## config.mk

```make
export PLATFORM = sky130hd
export DESIGN_NAME = alu_sequencer
export DESIGN_NICKNAME = d
export VERILOG_FILES = /design/src/rtl/alu_pkg.sv /design/src/rtl/alu_core.sv /design/src/rtl/alu_sequencer.sv
export SDC_FILE = /design/constraint.sdc
export NUM_CORES = 1
export LEC_CHECK = 0
export ABC_AREA = 0
export BUFFER_PORTS_ARGS = -buffer_cell sky130_fd_sc_hd__buf_4
export CAP_MARGIN = 10
export CORE_MARGIN = 2
export CORE_UTILIZATION = 30
export CTS_CLUSTER_SIZE = 40
export DETAILED_ROUTE_END_ITERATION = 10
export PLACE_DENSITY = 0.49
export SETUP_SLACK_MARGIN = 0.4
export SYNTH_ARGS = -nofsm -noshare
export SYNTH_HDL_FRONTEND = slang
export SYNTH_HIERARCHICAL = 1
export SYNTH_SLANG_ARGS = --single-unit
```

## constraint.sdc

```tcl
create_clock -name clk -period 4.02 [get_ports clk]
set_input_delay 0.402 -clock clk [delete_from_list [all_inputs] [get_ports clk]]
set_output_delay 0.402 -clock clk [all_outputs]
set_load 0.01 [all_outputs]
```

## src/rtl/alu_pkg.sv

```systemverilog
// Shared definitions for the ALU sequencer: register-file depth, instruction
// field layout, opcode constants and the sequencer state encoding.
package alu_pkg;

    localparam int NREGS  = 4;

    localparam int OP_LSB = 0;
    localparam int OP_W   = 3;
    localparam int RA_LSB = 3;
    localparam int RB_LSB = 5;
    localparam int REG_W  = 2;

    localparam logic [2:0] OP_OR   = 3'b000;
    localparam logic [2:0] OP_NAND = 3'b001;
    localparam logic [2:0] OP_NOR  = 3'b010;
    localparam logic [2:0] OP_AND  = 3'b011;
    localparam logic [2:0] OP_ADD  = 3'b100;
    localparam logic [2:0] OP_SUB  = 3'b101;
    localparam logic [2:0] OP_LDI  = 3'b110;
    localparam logic [2:0] OP_OUT  = 3'b111;

    typedef enum logic [1:0] {
        IDLE = 2'd0,
        EXEC = 2'd1,
        WB   = 2'd2,
        EMIT = 2'd3
    } seq_state_t;

endpackage

```

## src/rtl/alu_core.sv

```systemverilog
// Combinational ALU: logic ops, ADD (carry out), SUB b-a (borrow out),
// LDI passes b (the sequencer muxes the immediate onto b), OUT passes a.
module alu_core
    import alu_pkg::*;
#(
    parameter int DATA_W = 8
) (
    input  logic [2:0]        op,
    input  logic [DATA_W-1:0] a,
    input  logic [DATA_W-1:0] b,
    output logic [DATA_W-1:0] y,
    output logic              carry
);

    logic [DATA_W:0] wide;

    always_comb begin
        y     = a;
        carry = 1'b0;
        wide  = '0;
        case (op)
            OP_OR:   y = a | b;
            OP_NAND: y = ~(a & b);
            OP_NOR:  y = ~(a | b);
            OP_AND:  y = a & b;
            OP_ADD: begin
                wide  = {1'b0, a} + {1'b0, b};
                y     = wide[DATA_W-1:0];
                carry = wide[DATA_W];
            end
            OP_SUB: begin
                // top bit of the extended difference is the borrow
                wide  = {1'b0, b} - {1'b0, a};
                y     = wide[DATA_W-1:0];
                carry = wide[DATA_W];
            end
            OP_LDI:  y = b;
            default: y = a;
        endcase
    end

endmodule

```

## src/rtl/alu_sequencer.sv

```systemverilog
// Single-issue instruction sequencer around alu_core with a 4-entry register file.
// Optional zero/carry flag outputs are enabled with macro ALU_SEQ_FLAGS_EN.
module alu_sequencer #(
    parameter int DATA_W = 8
) (
    input  logic              clk,
    input  logic              rst,
    input  logic              ena,
    input  logic              i_valid,
    output logic              o_ready,
    input  logic [7:0]        i_instr,
    input  logic [DATA_W-1:0] i_imm,
    output logic              o_res_valid,
    input  logic              i_res_ready,
    output logic [DATA_W-1:0] o_result,
    output logic              o_busy
`ifdef ALU_SEQ_FLAGS_EN
    ,
    output logic              o_zero,
    output logic              o_carry
`endif
);
    import alu_pkg::*;

    seq_state_t        state_reg, state_next;
    logic [6:0]        instr_reg;
    logic [DATA_W-1:0] imm_reg;
    logic [DATA_W-1:0] alu_reg;
    logic [DATA_W-1:0] result_reg;
    logic              carry_pend_reg;
    logic [DATA_W-1:0] regs [NREGS];

    logic [OP_W-1:0]   op;
    logic [REG_W-1:0]  ra, rb;
    logic [DATA_W-1:0] opa, opb, alu_y;
    logic              alu_c;
    logic              accept;
    logic              instr_unused;

    // bit 7 of the instruction is reserved and deliberately dropped
    assign instr_unused = i_instr[7];

    assign op  = instr_reg[OP_LSB +: OP_W];
    assign ra  = instr_reg[RA_LSB +: REG_W];
    assign rb  = instr_reg[RB_LSB +: REG_W];
    assign opa = regs[ra];
    assign opb = (op == OP_LDI) ? imm_reg : regs[rb];

    alu_core #(.DATA_W(DATA_W)) u_core (
        .op    (op),
        .a     (opa),
        .b     (opb),
        .y     (alu_y),
        .carry (alu_c)
    );

    assign accept      = i_valid & ena & (state_reg == IDLE);
    assign o_ready     = (state_reg == IDLE);
    assign o_busy      = (state_reg != IDLE);
    assign o_res_valid = (state_reg == EMIT);
    assign o_result    = result_reg;

    always_comb begin
        state_next = state_reg;
        case (state_reg)
            IDLE: if (accept) state_next = EXEC;
            EXEC: if (ena) state_next = (op == OP_OUT) ? EMIT : WB;
            WB:   if (ena) state_next = IDLE;
            EMIT: if (ena && i_res_ready) state_next = IDLE;
            default: state_next = IDLE;
        endcase
    end

    always_ff @(posedge clk or posedge rst) begin
        if (rst) begin
            state_reg      <= IDLE;
            instr_reg      <= '0;
            imm_reg        <= '0;
            alu_reg        <= '0;
            result_reg     <= '0;
            carry_pend_reg <= 1'b0;
        end else begin
            state_reg <= state_next;
            if (accept) begin
                instr_reg <= i_instr[6:0];
                imm_reg   <= i_imm;
            end
            if (ena && state_reg == EXEC) begin
                alu_reg        <= alu_y;
                carry_pend_reg <= alu_c;
                // o_result keeps the last emitted value until the next OUT
                if (op == OP_OUT)
                    result_reg <= alu_y;
            end
        end
    end

    always_ff @(posedge clk or posedge rst) begin
        if (rst) begin
            for (int i = 0; i < NREGS; i++)
                regs[i] <= '0;
        end else if (ena && state_reg == WB) begin
            regs[ra] <= alu_reg;
        end
    end

`ifdef ALU_SEQ_FLAGS_EN
    always_ff @(posedge clk or posedge rst) begin
        if (rst) begin
            o_zero  <= 1'b0;
            o_carry <= 1'b0;
        end else if (ena && state_reg == WB) begin
            o_zero  <= (alu_reg == '0);
            o_carry <= carry_pend_reg;
        end
    end
`else
    logic flags_unused;
    assign flags_unused = carry_pend_reg;
`endif

endmodule

```

==> flow_summary.toml <==
[outcome]
status = "finished, final reports clean"

[placement]
dp_hpwl_um = 7550
dpl-instance-area_um2 = 4800
pre_cts_ws_ns = 0.368
io_buffer_count = 30
finalWeightedCongestion = 0.841

[setup_path]
critical_path_buf_inv_count = 3
cp_data_arrival_time_ns = 3.65
cp_common_cell = "mux2_2"
crit_path_top_delay_cell = "mux4_2"
cp_cell_sequence = "buf_6 -> mux4_2 -> mux2_2 -> inv_1 -> ha_1 -> inv_2 -> a221oi_4 -> o32ai_2 -> a311oi_1 -> or3b_1 -> mux2_2"
r2r_slack_ns = 0.59
cp_max_fo = 6
reg2regPathDepth = 11
critPathTopFamily = "multiplexers"
timing.rr.start = "instr_reg[5]$_DFFE_PP0P_"
crit_type = "register to register"
max_stage_delay_ns = 0.50
critPathCaptureType = "register"
r2r_end = "alu_reg[7]$_DFFE_PP0P_"
critical_path_required_ns = 4.24
start_kind = "register"

[clock_tree]
postCtsHoldBufs = 0
htreeDepth = 3
numCtsBuffers = 9
path_clk_slew_ns = 0.05
clk_latency_ns = 0.34
cts.path.max_buffers = 2
clkSinkCount = 65
tritoncts = "done"
root_buffer = "clkbuf_16"

[routing]
ant_nets = 0
drtIter0Drc = 119
wirelength_um = 10500
drc_errors = 0
drtPass1Iterations = 4
num_vias = 3019
post_drt_wl_per_cell_um = 17.9
vias_per_cell = 5.14

[layout]
syn_to_final_growth_pct = 16.5
drive_gt1_share_pct = 39.0
fin_area_um2 = 5130
nets = 444
largest_reg_flops = 32
largest-register = "regs"
n_antenna_cell = 0
fillerInstances = 1443

[timing]
skew_ns = 0.00585
max_freq_mhz = 291
final-hold-violation-count = 0
fin_setup_tns_ns = 0
min_period_ns = 3.43
final-setup-viol-count = 0
tightestPinTransition_ns = 0.868
slew_headroom_pct = 42.1
timing.final.ws_setup_ns = 0.587
period_share_pct = 85.4
rsz0062_at_grt = "false"
drv_slew = 0

[die]
core_um2 = 14400
floorplan.initialDensity_pct = 30.5
die-area_um2 = 15700
die_x_um = 125
ios = 32
rows = 44
die-height_um = 125

[global_routing]
grt_pass1_vias = 3083
grt_pass1_wl_um = 17100
grt_max_degree = 42
antenna_found_initial = 0
overflow = 0
grtUsageTotal_pct = 14.0

[yosys]
synth.avg_cell_area_um2 = 12.0
yosysWarnings = 6
synth_fp_nets = 413
synthCells = 367
synthesis.area_um2 = 4400

[job]
drv_cap = 0

[hold_path]
hold_path_class = "input pin to asynchronous set/reset pin"
==> cell usage in the layout (no fill, tap or decap), types with 9 or more instances in the layout <==
master	n
mux4_2	18
mux2_1	10
o21ai_0	10
mux2_2	58
a21oi_1	19
clkbuf_16	9
ha_1	22
inv_1	25
buf_4	38
nor2_1	9
nand2_1	11
dfrtp_1	62
==> layer usage <==
layer  part of all wire (%)  track usage, %  up-vias
met4                    1.2            4.05        0
met3                    3.5            2.95        7
met5                      0               0        -
met1                     47            18.6     1533
met2                     48            23.0       54
li1                       -               -     1425
==> repair_timing <==
item,4_1_cts,5_1_grt
pin swaps,0,1
resized for setup,3,4
buffers inserted,0,1
endpoints found under the setup margin,2,2
==> how the worst max path moves through the flow <==
stage,startpoint,endpoint,slack [ns],depth (start not counted)
after floorplan,instr_reg[5]$_DFFE_PP0P_,o_result[7]$_DFFE_PP0P_,0.81,12
after detailed placement,instr_reg[5]$_DFFE_PP0P_,o_result[7]$_DFFE_PP0P_,0.37,11
final,instr_reg[5]$_DFFE_PP0P_,alu_reg[7]$_DFFE_PP0P_,0.59,11
after global routing,instr_reg[5]$_DFFE_PP0P_,alu_reg[7]$_DFFE_PP0P_,0.41,12
after CTS,instr_reg[6]$_DFFE_PP0P_,alu_reg[7]$_DFFE_PP0P_,0.43,10
after global placement,instr_reg[3]$_DFFE_PP0P_,o_result[7]$_DFFE_PP0P_,0.39,9
==> through the flow <==
step | hold slack [ns] | cells | utilization, %
after floorplan | 0.454 | 367 | -
after global placement | 0.478 | 570 | 33.3
after detailed placement | 0.483 | 570 | 33.3
after CTS | 0.269 | 586 | 35.3
after global routing | 0.274 | 587 | 35.6
final | 0.263 | 587 | 35.6
==> layout make-up <==
type	count	area [µm²]	share of cell area [%]
clock inverters	3	40.0	0.780
clock buffers	13	250	4.88
flip-flops and latches	65	1630	31.8
inverters	28	105	2.05
well taps	184	230	4.49
multi-input cells	255	2580	50.2
repair buffers	39	297	5.78
Power is not shown: default switching activity piles up to over one toggle a cycle in this logic, so the estimate is an artifact.
